## config.mk

```make
export PLATFORM = sky130hd
export DESIGN_NAME = moesi_cache_agent
export DESIGN_NICKNAME = d
export VERILOG_FILES = /design/src/rtl/moesi_pkg.sv /design/src/rtl/moesi_line_array.sv /design/src/rtl/moesi_cache_agent.sv
export SDC_FILE = /design/constraint.sdc
export NUM_CORES = 1
export LEC_CHECK = 0
export BUFFER_PORTS_ARGS = -buffer_cell sky130_fd_sc_hd__buf_2
export CAP_MARGIN = 40
export CORE_MARGIN = 2
export CORE_UTILIZATION = 53
export DETAILED_ROUTE_END_ITERATION = 16
export GPL_TIMING_DRIVEN = 0
export PLACE_DENSITY = 0.89
export SYNTH_ARGS = -nofsm -noshare
export SYNTH_HDL_FRONTEND = slang
export SYNTH_HIERARCHICAL = 1
export SYNTH_SLANG_ARGS = --single-unit
```

## constraint.sdc

```tcl
create_clock -name clk -period 3.3 [get_ports clk]
set_input_delay 0.495 -clock clk [delete_from_list [all_inputs] [get_ports clk]]
set_output_delay 0.495 -clock clk [all_outputs]
set_load 0.02 [all_outputs]
```

## src/rtl/moesi_pkg.sv

```systemverilog
// Shared MOESI encodings for the requester agent and the home directory:
// line states, request codes, forward codes and the agent FSM states.
package moesi_pkg;

  typedef enum logic [2:0] {
    ST_I = 3'd0,
    ST_S = 3'd1,
    ST_E = 3'd2,
    ST_O = 3'd3,
    ST_M = 3'd4
  } line_st_e;

  typedef enum logic [1:0] {
    REQ_GETS = 2'd0,
    REQ_GETM = 2'd1,
    REQ_UPG  = 2'd2
  } req_e;

  typedef enum logic [1:0] {
    FWD_INV  = 2'd0,
    FWD_GETS = 2'd1,
    FWD_GETM = 2'd2
  } fwd_e;

  typedef enum logic [1:0] {
    FSM_IDLE = 2'd0,
    FSM_REQ  = 2'd1,
    FSM_WAIT = 2'd2,
    FSM_DONE = 2'd3
  } fsm_e;

  function automatic logic is_dirty(input line_st_e st);
    return (st == ST_M) || (st == ST_O);
  endfunction

endpackage

```

## src/rtl/moesi_line_array.sv

```systemverilog
// Per-line MOESI state registers. A forward is applied first; an install in
// the same cycle then overrides it. The CPU lookup sees the post-forward state.
module moesi_line_array
  import moesi_pkg::*;
#(
  parameter int unsigned NUM_LINES = 4,
  parameter int unsigned IDX_W     = $clog2(NUM_LINES)
) (
  input  logic                   clk,
  input  logic                   reset,
  input  logic [IDX_W-1:0]       lookup_idx_i,
  output line_st_e               lookup_st_o,
  input  logic                   fwd_en_i,
  input  logic [1:0]             fwd_type_i,
  input  logic [IDX_W-1:0]       fwd_idx_i,
  output line_st_e               fwd_old_st_o,
  input  logic                   install_en_i,
  input  logic [IDX_W-1:0]       install_idx_i,
  input  line_st_e               install_st_i,
  output logic [3*NUM_LINES-1:0] line_state_o
);

  line_st_e state_q [NUM_LINES];
  line_st_e fwd_applied [NUM_LINES];
  line_st_e state_d [NUM_LINES];

  always_comb begin
    fwd_applied  = state_q;
    fwd_old_st_o = state_q[fwd_idx_i];
    if (fwd_en_i) begin
      unique case (fwd_type_i)
        FWD_INV, FWD_GETM: fwd_applied[fwd_idx_i] = ST_I;
        FWD_GETS: begin
          if (state_q[fwd_idx_i] == ST_M)      fwd_applied[fwd_idx_i] = ST_O;
          else if (state_q[fwd_idx_i] == ST_E) fwd_applied[fwd_idx_i] = ST_S;
        end
        default: ;
      endcase
    end
    lookup_st_o = fwd_applied[lookup_idx_i];
    state_d     = fwd_applied;
    if (install_en_i) state_d[install_idx_i] = install_st_i;
  end

  always_ff @(posedge clk or posedge reset) begin
    if (reset) begin
      for (int unsigned k = 0; k < NUM_LINES; k++) state_q[k] <= ST_I;
    end else begin
      state_q <= state_d;
    end
  end

  always_comb begin
    line_state_o = '0;
    for (int unsigned k = 0; k < NUM_LINES; k++) line_state_o[3*k +: 3] = state_q[k];
  end

endmodule

```

## src/rtl/moesi_cache_agent.sv

```systemverilog
// Requester-side MOESI agent: CPU op FSM, directory requests, forward handling.
// Optional hit/miss counters are enabled by defining MOESI_AGENT_STATS_EN.
module moesi_cache_agent
  import moesi_pkg::*;
#(
  parameter logic [1:0]  PROC_ID   = 2'd0,
  parameter int unsigned NUM_LINES = 4,
  parameter int unsigned IDX_W     = $clog2(NUM_LINES)
) (
  input  logic                   clk,
  input  logic                   reset,
  input  logic                   cpu_valid,
  output logic                   cpu_ready,
  input  logic                   cpu_we,
  input  logic [IDX_W-1:0]       cpu_line,
  output logic                   cpu_done,
  output logic                   cpu_hit,
  output logic                   req_valid,
  input  logic                   req_ready,
  output logic [1:0]             req_type,
  output logic [IDX_W-1:0]       req_line,
  output logic [1:0]             req_proc,
  input  logic                   resp_valid,
  input  logic [2:0]             resp_state,
  input  logic [IDX_W-1:0]       resp_line,
  input  logic                   fwd_valid,
  output logic                   fwd_ready,
  input  logic [1:0]             fwd_type,
  input  logic [IDX_W-1:0]       fwd_line,
  output logic                   fwd_ack,
  output logic                   fwd_dirty,
  output logic [3*NUM_LINES-1:0] line_state
`ifdef MOESI_AGENT_STATS_EN
  ,
  output logic [15:0]            hit_cnt,
  output logic [15:0]            miss_cnt
`endif
);

  fsm_e             fsm_q, fsm_d;
  req_e             type_q, type_d;
  logic [IDX_W-1:0] line_q, line_d;
  logic             hit_q, hit_d;
  logic             fwd_ack_q, fwd_dirty_q;

  line_st_e         lookup_st, fwd_old_st, install_st;
  logic             install_en;
  logic [IDX_W-1:0] install_idx;

  moesi_line_array #(
    .NUM_LINES(NUM_LINES),
    .IDX_W    (IDX_W)
  ) u_lines (
    .clk          (clk),
    .reset        (reset),
    .lookup_idx_i (cpu_line),
    .lookup_st_o  (lookup_st),
    .fwd_en_i     (fwd_valid),
    .fwd_type_i   (fwd_type),
    .fwd_idx_i    (fwd_line),
    .fwd_old_st_o (fwd_old_st),
    .install_en_i (install_en),
    .install_idx_i(install_idx),
    .install_st_i (install_st),
    .line_state_o (line_state)
  );

  always_comb begin
    fsm_d       = fsm_q;
    type_d      = type_q;
    line_d      = line_q;
    hit_d       = hit_q;
    install_en  = 1'b0;
    install_st  = ST_M;
    install_idx = line_q;
    unique case (fsm_q)
      FSM_IDLE: begin
        if (cpu_valid) begin
          line_d      = cpu_line;
          install_idx = cpu_line;
          hit_d       = 1'b1;
          fsm_d       = FSM_DONE;
          // lookup_st already reflects any same-cycle forward on this line
          if (!cpu_we) begin
            if (lookup_st == ST_I) begin
              fsm_d  = FSM_REQ;
              type_d = REQ_GETS;
              hit_d  = 1'b0;
            end
          end else begin
            unique case (lookup_st)
              ST_M: ;
              ST_E: install_en = 1'b1;
              ST_S, ST_O: begin
                fsm_d  = FSM_REQ;
                type_d = REQ_UPG;
                hit_d  = 1'b0;
              end
              default: begin
                fsm_d  = FSM_REQ;
                type_d = REQ_GETM;
                hit_d  = 1'b0;
              end
            endcase
          end
        end
      end
      FSM_REQ: if (req_ready) fsm_d = FSM_WAIT;
      FSM_WAIT: begin
        if (resp_valid && (resp_line == line_q)) begin
          install_en = 1'b1;
          install_st = (type_q == REQ_GETS) ? line_st_e'(resp_state) : ST_M;
          fsm_d      = FSM_DONE;
        end
      end
      default: fsm_d = FSM_IDLE;
    endcase
  end

  always_ff @(posedge clk or posedge reset) begin
    if (reset) begin
      fsm_q       <= FSM_IDLE;
      type_q      <= REQ_GETS;
      line_q      <= '0;
      hit_q       <= 1'b0;
      fwd_ack_q   <= 1'b0;
      fwd_dirty_q <= 1'b0;
    end else begin
      fsm_q       <= fsm_d;
      type_q      <= type_d;
      line_q      <= line_d;
      hit_q       <= hit_d;
      fwd_ack_q   <= fwd_valid;
      fwd_dirty_q <= fwd_valid && is_dirty(fwd_old_st);
    end
  end

  assign cpu_ready = (fsm_q == FSM_IDLE);
  assign cpu_done  = (fsm_q == FSM_DONE);
  assign cpu_hit   = (fsm_q == FSM_DONE) && hit_q;
  assign req_valid = (fsm_q == FSM_REQ);
  assign req_type  = type_q;
  assign req_line  = line_q;
  assign req_proc  = PROC_ID;
  assign fwd_ready = 1'b1;
  assign fwd_ack   = fwd_ack_q;
  assign fwd_dirty = fwd_dirty_q;

`ifdef MOESI_AGENT_STATS_EN
  logic [15:0] hit_cnt_q, miss_cnt_q;

  always_ff @(posedge clk or posedge reset) begin
    if (reset) begin
      hit_cnt_q  <= '0;
      miss_cnt_q <= '0;
    end else if (cpu_done) begin
      if (cpu_hit && (hit_cnt_q != '1))         hit_cnt_q  <= hit_cnt_q + 16'd1;
      else if (!cpu_hit && (miss_cnt_q != '1))  miss_cnt_q <= miss_cnt_q + 16'd1;
    end
  end

  assign hit_cnt  = hit_cnt_q;
  assign miss_cnt = miss_cnt_q;
`endif

endmodule

```

=== Word level (Yosys, flattened, before mapping) ===
Index checks and enable logic that the tools add are counted.

* $lt $le $gt $ge: 5
* Eq/ne operators: 17
* Mux-type cells: 39
* Bitwise gates (word level): 11
* Reduce and logical (&&, ||, !) cells: 17

{| class="wikitable"
|+ Operators with widths
! cell !! number
|-
| $mux W12 || 4
|-
| $mux W3 || 9
|-
| $pmux W12 S2 || 1
|-
| $mux W2 || 10
|-
| $and A12 B12 Y12 || 1
|-
| $bmux W3 S2 || 2
|-
| $bwmux W12 || 1
|-
| $demux W3 S2 || 2
|-
| $eq A3 B2 Y1 const B || 4
|-
| $not A12 Y12 || 1
|-
| $ge A3 B3 Y1 const B || 3
|-
| $not A2 Y3 || 3
|-
| $and A8 B8 Y8 || 1
|-
| $not A8 Y8 || 1
|-
| $or A8 B8 Y8 || 1
|-
| $mux W1 || 7
|-
| $eq A2 B2 Y1 const B || 3
|-
| $eq A3 B3 Y1 const B || 2
|-
| $logic_not A2 Y1 || 3
|-
| $lt A3 B1 Y1 const B || 2
|-
| $ne A2 B2 Y1 const B || 3
|-
| $pmux W2 S3 || 1
|-
| $reduce_or A2 Y1 || 3
|-
| $logic_and A1 B1 Y1 || 5
|-
| other kinds (15) || 16
|}

* Flip-flop bits (word level): 21
* Input port bits: 18

=== Logic depth before layout (Yosys ltp) ===
Gate-level depths: netlist of run 1.

* Depth in word-level cells: 20
* Depth in mapped cells: 13
* Depth with buffers taken out: 11

=== Modules after synthesis ===
The synthesis of run 1 kept the hierarchy.

{| class="wikitable"
|+ Modules (own cells, without submodules)
! module !! instances !! cells each !! area an instance (um^2) !! seq. area each (um^2)
|-
| moesi_line_array || 1 || 120 || 1064.8 || 300.3
|-
| moesi_cache_agent || 1 || 70 || 636.9 || 225.2
|}

=== Worst setup path before layout of run 1 ===
No wires, ideal clock.

* Kind: input to register
* Start point: input fwd_valid
* End point: register u_lines.state_q, in the netlist u_lines/line_state_o[0]
* Arrival: 2.724 ns
* Data required time: 3.175 ns
* Slack: 0.451 ns
* Stages: 10
* Buffers on the path: 2
* Cell sequence: buf_2 -> nand2b_1 -> o31a_1 -> mux4_2 -> buf_6 -> nor2_1 -> nand4_1 -> nand2_1 -> nor3b_1 -> mux2_2

{| class="wikitable"
|+ RTL lines
! item !! line !! RTL
|-
| start, declared || moesi_cache_agent.sv:26 || <nowiki>input logic fwd_valid,</nowiki>
|-
| end signal, assigned || moesi_line_array.sv:49 || <nowiki>state_q <= state_d;</nowiki>
|-
| end, declared || moesi_line_array.sv:23 || <nowiki>line_st_e state_q [NUM_LINES];</nowiki>
|}

==> impl_metrics.xml, run 1 <==
<?xml version="1.0" encoding="UTF-8"?>
<metrics>
  <group name="outcome">
    <metric name="outcome" unit="">finished clean</metric>
  </group>
  <group name="yosys">
    <metric name="ys_async_sr_fraction" unit="%">100</metric>
    <metric name="yosys.cell_count.top_type" unit="">sky130_fd_sc_hd__dfrtp_1</metric>
    <metric name="synth_cell_types" unit="">47</metric>
    <metric name="warnings_synthesis" unit="">6</metric>
    <metric name="seq_area_frac_synth" unit="%">30.9</metric>
    <metric name="synth.cells.most_frequent" unit="">21 x sky130_fd_sc_hd__dfrtp_1, 19 x sky130_fd_sc_hd__a21oi_1, 17 x sky130_fd_sc_hd__nor2_1, 13 x sky130_fd_sc_hd__nand2_1, 9 x sky130_fd_sc_hd__inv_1</metric>
    <metric name="post_synth.cell_area_avg" unit="um^2">8.96</metric>
    <metric name="ys_top_cells_by_area" unit="">sky130_fd_sc_hd__dfrtp_1 31%, sky130_fd_sc_hd__a21oi_1 5.6%, sky130_fd_sc_hd__mux2_2 4.6%</metric>
    <metric name="synth_area_leader_cell" unit="">sky130_fd_sc_hd__dfrtp_1</metric>
    <metric name="synth_area" unit="um^2">1700</metric>
    <metric name="ffs_latches_synth" unit="">21</metric>
    <metric name="ys_dominant_reg_cell" unit="">sky130_fd_sc_hd__dfrtp_1</metric>
    <metric name="fraction_of_synthesized_cell_area_taken_by_the_top_area_cell_type" unit="%">30.9</metric>
    <metric name="synth-edff-count" unit="">0</metric>
    <metric name="syn_inst" unit="">190</metric>
  </group>
  <group name="global_routing">
    <metric name="globalRouteTotalUtil" unit="%">25.4</metric>
    <metric name="routing_usage_on_met3" unit="%">2.77</metric>
    <metric name="grt_pass1_vias" unit="">1432</metric>
    <metric name="gr_util_met2" unit="%">39.6</metric>
    <metric name="grt_remaining_overflow" unit="">0</metric>
    <metric name="busiest_layer" unit="">met2</metric>
    <metric name="global_route.usage.met1" unit="%">36.8</metric>
    <metric name="grt_first_pass_wirelength" unit="um">6910</metric>
    <metric name="number_of_antenna_violations_at_the_first_check_in_global_routing" unit="">0</metric>
    <metric name="grt_max_degree" unit="">13</metric>
  </group>
  <group name="detailed_routing">
    <metric name="drt_iter0_markers" unit="">180</metric>
    <metric name="drt_pass1_iterations" unit="">6</metric>
    <metric name="route.antenna.remaining_nets" unit="">0</metric>
    <metric name="viasPerCell" unit="">5.97</metric>
    <metric name="wl_per_cell" unit="um">15.3</metric>
    <metric name="vias" unit="">1654</metric>
    <metric name="detail_route.wirelength" unit="um">4230</metric>
    <metric name="drc_errors" unit="">0</metric>
  </group>
  <group name="power">
    <metric name="pwr_density_cell" unit="nW/um^2">788</metric>
    <metric name="vdd_drop_max" unit="mV">0.402</metric>
    <metric name="leakagePower" unit="nW">0.931</metric>
  </group>
  <group name="worst_setup_path">
    <metric name="setup.reg_to_reg.worst_slack" unit="ns">0.36</metric>
    <metric name="crit_slowest_cell" unit="">sky130_fd_sc_hd__mux4_2</metric>
    <metric name="crit_path_end" unit="">u_lines/line_state_o[0]</metric>
    <metric name="worst-r2r-cell-count" unit="">11</metric>
    <metric name="worst_r2r_endpoint" unit="">u_lines/line_state_o[0]</metric>
    <metric name="endpoint_kind" unit="">register</metric>
    <metric name="worstSetupStartpointType" unit="">register</metric>
    <metric name="worst-endpoint-required" unit="ns">3.49</metric>
    <metric name="cp.arrival" unit="ns">3.13</metric>
    <metric name="max_stage_delay" unit="ns">0.51</metric>
    <metric name="critPathLaunch" unit="">u_lines/line_state_o[2]</metric>
    <metric name="critPathKind" unit="">reg -&gt; reg</metric>
    <metric name="timing.critical_path.depth" unit="">11</metric>
    <metric name="cp_cell_instances" unit="">xnor2_1 &gt; nor4_1 &gt; nor2_1 &gt; a31oi_1 &gt; mux4_2 &gt; buf_6 &gt; nor2_1 &gt; nand4_1 &gt; nand2_1 &gt; nor3b_2 &gt; mux2_2</metric>
    <metric name="timing.critical_path.mode_cell" unit="">sky130_fd_sc_hd__nor2_1</metric>
    <metric name="critPathMaxFanout" unit="">8</metric>
    <metric name="worst_r2r_startpoint" unit="">u_lines/line_state_o[2]</metric>
    <metric name="critical_path_buf_inv_count" unit="">1</metric>
    <metric name="critical_path.top_delay_family" unit="">simple AND/OR/NAND/NOR gates</metric>
  </group>
  <group name="worst_hold_path">
    <metric name="hold_path_class" unit="">in -&gt; async</metric>
  </group>
  <group name="sta">
    <metric name="period_minus_slack" unit="ns">2.94</metric>
    <metric name="timing.final.hold_violations" unit="">0</metric>
    <metric name="min_period_over_period" unit="%">89.1</metric>
    <metric name="report.final.slew_viol_count" unit="">0</metric>
    <metric name="final_hold_slack" unit="ns">0.135</metric>
    <metric name="achievable-frequency" unit="MHz">340</metric>
    <metric name="final_critical_path_setup_slack" unit="ns">0.358</metric>
    <metric name="maxSlewHeadroom" unit="%">58.1</metric>
    <metric name="timing_worst_slew_pin_value" unit="ns">0.625</metric>
    <metric name="skew" unit="ns">0.0107</metric>
    <metric name="setup-violations-final" unit="">0</metric>
    <metric name="rsz0062_at_grt" unit="">no</metric>
  </group>
  <group name="placed_design">
    <metric name="hpwlAfterDp" unit="um">3340</metric>
    <metric name="gp_routability_congestion" unit="">0.957</metric>
    <metric name="numPortBuffers" unit="">38</metric>
    <metric name="post-place-ws" unit="ns">-0.0574</metric>
  </group>
  <group name="cts">
    <metric name="clk_path_buf_depth" unit="">2</metric>
    <metric name="total_clock_buffers_created_by_cts" unit="">3</metric>
    <metric name="tritoncts" unit="">built</metric>
    <metric name="clk-insertion-delay-late" unit="ns">0.31</metric>
    <metric name="post-cts-setup-buffers" unit="">0</metric>
    <metric name="cts_root_buf" unit="">sky130_fd_sc_hd__clkbuf_4</metric>
    <metric name="htree_levels" unit="">1</metric>
    <metric name="clk_pin_slew_worst_paths" unit="ns">0.11</metric>
    <metric name="cts.sink_count" unit="">21</metric>
    <metric name="ctsHoldBuffers" unit="">0</metric>
  </group>
  <group name="floorplan">
    <metric name="chipHeight" unit="um">60.7</metric>
    <metric name="ioPinCount" unit="">43</metric>
    <metric name="placeableCoreArea" unit="um^2">3050</metric>
    <metric name="start_util" unit="%">55.7</metric>
    <metric name="die-width" unit="um">60.7</metric>
    <metric name="die_area" unit="um^2">3680</metric>
    <metric name="placementRows" unit="">20</metric>
  </group>
  <group name="final_layout">
    <metric name="layout-drive-gt1-share" unit="%">30.5</metric>
    <metric name="diodes" unit="">0</metric>
    <metric name="areaGrowthSynthToFinish" unit="%">16.5</metric>
    <metric name="post_layout_net_count" unit="">256</metric>
    <metric name="finish.utilization" unit="%">64.9</metric>
  </group>
  <group name="flow_run">
    <metric name="cap_violations" unit="">0</metric>
  </group>
</metrics>
==> placed cells by master (no fill, tap or decap), drive strengths merged, types with 2 or more instances in the layout <==
cell / instances
clkbuf: 5
nand3: 5
nand2: 13
a21oi: 19
nor2b: 4
conb: 3
o211ai: 2
mux4: 3
nand3b: 5
nor4: 3
nor3: 3
a221oi: 3
and2: 5
nand4: 3
buf: 47
o22ai: 5
mux2: 8
xnor2: 6
dfrtp: 21
a32oi: 2
inv: 10
and2b: 2
nor2: 17
o21ai: 6
a21boi: 2
o31ai: 2
nand2b: 6
ha: 4
mux2i: 5
a31oi: 4
==> power by group <==
part	switching (mW)	total, mW	leakage, nW	internal [mW]
clock	0.0744	0.122	0.0150	0.0472
combinational	0.541	0.944	0.643	0.404
sequential	0.138	0.496	0.273	0.358
==> how the worst min path moves through the flow <==
stage / start / endpoint / slack [ns] / cells past startpoint
6_report: reset / req_line[0] / 0.14 / 2
5_1_grt: reset / fsm_q[0] / 0.16 / 2
4_1_cts: reset / req_line[1] / 0.14 / 2
3_5_place_dp: hit_q / hit_q / 0.47 / 2
3_3_place_gp: hit_q / hit_q / 0.47 / 2
2_1_floorplan: reset / fsm_q[0] / 0.32 / 1
==> registers in the layout (all words and copies together) (netlist names) <==
signal,count
hit_q,1
fwd_dirty,1
fsm_q,2
req_line,2
fwd_ack,1
u_lines/line_state_o,12
req_type,2
==> timing repair <==
item                       CTS  global route
gates resized for setup      0             1
setup endpoints to repair    0             1
hold endpoints to repair     0             0
==> routing by layer <==
layer  part of all wire, %  vias to the layer above  wire, um
met3                   8.9                       14       378
li1                      -                      775         -
met1                    42                      764      1800
met4                   2.1                        0        87
met2                    46                      101      1970
met5                     0                        -         0
==> per-stage QoR <==
step                TNS (ns)  instances  power, mW  instance area [um^2]
floorplan                  0        191       1.16                  1710
global placement     -0.0390        273       1.39                  1950
detailed placement   -0.0574        273       1.43                  1950
CTS                        0        277       1.55                  1980
global route               0        277       1.68                  1980
finish                     0        277       1.56                  1980
==> cells by family after synthesis <==
kind of cell	after synthesis	synth area share [%]
compound gates	50	20.5
buf+inv	20	6.98
simple gates	70	22.2
fa+ha+maj	4	2.94
xor+xnor	7	3.60
mux	16	12.4
other cells	2	0.441
flops	21	30.9
==> layout make-up <==
| type | instances | area (um^2) |
|---|---|---|
| buffer | 10 | 81.3 |
| fill | 263 | 1070 |
| clock buffer | 4 | 26.3 |
| timing repair buffer | 38 | 190 |
| inverter | 10 | 37.5 |
| multi-input combinational | 150 | 1070 |
| sequential | 21 | 526 |
| tap | 44 | 55.1 |
No activity file was read; power rests on OpenSTA's default activity.
==> run 2, diff against run 1 <==
--- a/config.mk
+++ b/config.mk
@@ -8,10 +8,10 @@
 export BUFFER_PORTS_ARGS = -buffer_cell sky130_fd_sc_hd__buf_2
 export CAP_MARGIN = 40
 export CORE_MARGIN = 2
-export CORE_UTILIZATION = 53
+export CORE_UTILIZATION = 36
 export DETAILED_ROUTE_END_ITERATION = 16
 export GPL_TIMING_DRIVEN = 0
-export PLACE_DENSITY = 0.89
+export PLACE_DENSITY = 0.67
 export SYNTH_ARGS = -nofsm -noshare
 export SYNTH_HDL_FRONTEND = slang
 export SYNTH_HIERARCHICAL = 1
==> run 2 against run 1 <==
Compared with the run above: clock power rose by 39%; power rose by 2.3%; final area rose by 1.6%; critical path type is now in -> reg; routed wire length rose by 3.7%; sequential power barely moved; highest routed layer unchanged; die area rose by 44%; via count fell by 4.2%.
==> impl_metrics.xml, run 2 (synthesis results as in run 1) <==
<?xml version="1.0" encoding="UTF-8"?>
<metrics>
  <group name="placed_design">
    <metric name="hpwlAfterDp" unit="um">3410</metric>
    <metric name="numPortBuffers" unit="">38</metric>
    <metric name="gp_routability_congestion" unit="">0.871</metric>
  </group>
  <group name="detailed_routing">
    <metric name="vias" unit="">1584</metric>
    <metric name="drc_errors" unit="">0</metric>
    <metric name="wl_per_cell" unit="um">15.3</metric>
    <metric name="drt_pass1_iterations" unit="">4</metric>
    <metric name="route.antenna.remaining_nets" unit="">0</metric>
    <metric name="drt_iter0_markers" unit="">174</metric>
    <metric name="viasPerCell" unit="">5.52</metric>
    <metric name="detail_route.wirelength" unit="um">4380</metric>
  </group>
  <group name="floorplan">
    <metric name="die_area" unit="um^2">5290</metric>
    <metric name="start_util" unit="%">36.8</metric>
    <metric name="placementRows" unit="">25</metric>
    <metric name="die-width" unit="um">72.8</metric>
    <metric name="placeableCoreArea" unit="um^2">4630</metric>
    <metric name="chipHeight" unit="um">72.8</metric>
    <metric name="ioPinCount" unit="">43</metric>
  </group>
  <group name="sta">
    <metric name="rsz0062_at_grt" unit="">no</metric>
    <metric name="report.final.slew_viol_count" unit="">0</metric>
    <metric name="skew" unit="ns">0.00694</metric>
    <metric name="timing_worst_slew_pin_value" unit="ns">0.589</metric>
    <metric name="final_hold_slack" unit="ns">0.189</metric>
    <metric name="maxSlewHeadroom" unit="%">60.5</metric>
    <metric name="timing.final.hold_violations" unit="">0</metric>
    <metric name="tns" unit="ns">0</metric>
    <metric name="achievable-frequency" unit="MHz">342</metric>
    <metric name="setup-violations-final" unit="">0</metric>
    <metric name="period_minus_slack" unit="ns">2.92</metric>
    <metric name="min_period_over_period" unit="%">88.6</metric>
  </group>
  <group name="worst_setup_path">
    <metric name="endpoint_kind" unit="">register</metric>
    <metric name="worst-endpoint-required" unit="ns">3.45</metric>
    <metric name="worstSetupStartpointType" unit="">input pin</metric>
    <metric name="setup.reg_to_reg.worst_slack" unit="ns">0.46</metric>
    <metric name="worst_r2r_endpoint" unit="">u_lines/line_state_o[0]</metric>
    <metric name="critPathLaunch" unit="">fwd_valid</metric>
    <metric name="cp.arrival" unit="ns">3.07</metric>
    <metric name="critPathKind" unit="">in -&gt; reg</metric>
    <metric name="worst_r2r_startpoint" unit="">u_lines/line_state_o[8]</metric>
    <metric name="worst-r2r-cell-count" unit="">10</metric>
    <metric name="critPathMaxFanout" unit="">10</metric>
    <metric name="crit_path_end" unit="">u_lines/line_state_o[0]</metric>
  </group>
  <group name="final_layout">
    <metric name="layout.cells.most_common_list" unit="">40 x sky130_fd_sc_hd__buf_2, 21 x sky130_fd_sc_hd__dfrtp_1, 19 x sky130_fd_sc_hd__a21oi_1</metric>
    <metric name="diodes" unit="">0</metric>
    <metric name="areaGrowthSynthToFinish" unit="%">18.3</metric>
    <metric name="layout-drive-gt1-share" unit="%">30.5</metric>
    <metric name="register_area" unit="um^2">526</metric>
    <metric name="final_common_cell" unit="">sky130_fd_sc_hd__buf_2</metric>
    <metric name="largest_reg_flops" unit="">12</metric>
    <metric name="post_layout_net_count" unit="">256</metric>
    <metric name="multi_input_comb_area" unit="um^2">1070</metric>
    <metric name="fillers" unit="">489</metric>
  </group>
  <group name="power">
    <metric name="switching_power" unit="uW">750</metric>
    <metric name="vdd_drop_max" unit="mV">0.281</metric>
    <metric name="leakagePower" unit="nW">0.939</metric>
    <metric name="p_sw_share" unit="%">47.0</metric>
    <metric name="pwr-share-comb" unit="%">58.2</metric>
    <metric name="total_power" unit="mW">1.60</metric>
    <metric name="pwr_density_cell" unit="nW/um^2">793</metric>
    <metric name="share_seq_of_total_power" unit="%">31.2</metric>
    <metric name="intPower" unit="uW">847</metric>
    <metric name="power.clock.fraction" unit="%">10.7</metric>
  </group>
  <group name="cts">
    <metric name="clk-insertion-delay-late" unit="ns">0.26</metric>
    <metric name="clk_path_buf_depth" unit="">2</metric>
    <metric name="cts_root_buf" unit="">sky130_fd_sc_hd__clkbuf_8</metric>
    <metric name="clk_pin_slew_worst_paths" unit="ns">0.08</metric>
    <metric name="htree_levels" unit="">1</metric>
    <metric name="total_clock_buffers_created_by_cts" unit="">3</metric>
    <metric name="cts.sink_count" unit="">21</metric>
    <metric name="tritoncts" unit="">built</metric>
  </group>
  <group name="global_routing">
    <metric name="globalRouteTotalUtil" unit="%">16.9</metric>
    <metric name="grt_pass1_vias" unit="">1410</metric>
    <metric name="grt_first_pass_wirelength" unit="um">6910</metric>
    <metric name="grt_max_degree" unit="">13</metric>
    <metric name="grt_remaining_overflow" unit="">0</metric>
    <metric name="number_of_antenna_violations_at_the_first_check_in_global_routing" unit="">0</metric>
  </group>
  <group name="flow_run">
    <metric name="cap_violations" unit="">0</metric>
  </group>
  <group name="worst_hold_path">
    <metric name="hold_path_class" unit="">in -&gt; async</metric>
  </group>
  <group name="outcome">
    <metric name="outcome" unit="">finished clean</metric>
  </group>
</metrics>
run 2: power by group through the flow:
stage,clock network (mW),registers (mW),logic [mW]
CTS,0.173,0.498,0.925
global route,0.185,0.515,1.02
floorplan,0,0.563,0.600
detailed placement,0,0.501,0.920
finish,0.170,0.498,0.929
global placement,0,0.501,0.908
run 2: cell type report:
cell class / count / share of cell area [%]
Multi-Input combinational cell: 150 / 53.0
Sequential cell: 21 / 26.1
Timing Repair Buffer: 38 / 9.45
Buffer: 10 / 4.04
Tap cell: 54 / 3.36
Clock buffer: 4 / 2.24
Inverter: 10 / 1.86
run 2: timing repair:
item | 4_1_cts | 5_1_grt
endpoints found under the setup margin | 0 | 1
resized for setup | 0 | 1
setup buffers | 0 | 0
hold buffers | 0 | 0
run 2: worst min path at each step:
| stage | startpoint | end | depth (start not counted) |
|---|---|---|---|
| CTS | reset | req_line[0] | 2 |
| detailed placement | hit_q | hit_q | 2 |
| floorplan | reset | fsm_q[0] | 1 |
| finish | reset | req_line[0] | 2 |
| global placement | hit_q | hit_q | 2 |
| global route | reset | req_line[0] | 2 |
run 2: worst max-delay path: stages:
cell and delay (ns):
sky130_fd_sc_hd__buf_2 0.11, sky130_fd_sc_hd__buf_2 0.18, sky130_fd_sc_hd__nand3b_1 0.26, sky130_fd_sc_hd__nor2_1 0.09
sky130_fd_sc_hd__a21oi_1 0.15, sky130_fd_sc_hd__a21oi_1 0.07, sky130_fd_sc_hd__mux4_2 0.50, sky130_fd_sc_hd__buf_6 0.15
sky130_fd_sc_hd__nor2_1 0.10, sky130_fd_sc_hd__nand4_1 0.11, sky130_fd_sc_hd__nand2_1 0.14, sky130_fd_sc_hd__nor3b_2 0.34
sky130_fd_sc_hd__mux2_2 0.37
run 2: per-layer routing:
layer / up-vias / global-route usage [%] / part of all wire [%] / routed length [um]
met3: 8 / 2.90 / 6.8 / 298
li1: 769 / - / - / -
met5: - / 0 / 0 / 0
met2: 53 / 26.5 / 47 / 2060
met1: 754 / 23.7 / 45 / 1950
met4: 0 / 5.35 / 1.6 / 72
run 2: per-stage QoR:
stage | cell area [um^2] | instances | utilization (%) | setup slack, ns
finish | 2010 | 287 | 43.5 | 0.377
global route | 2010 | 287 | 43.5 | 0.204
CTS | 2010 | 287 | 43.4 | 0.203
detailed placement | 1960 | 283 | 42.4 | -0.0574
global placement | 1960 | 283 | 42.4 | -0.0454
floorplan | 1710 | 191 | - | 0.451
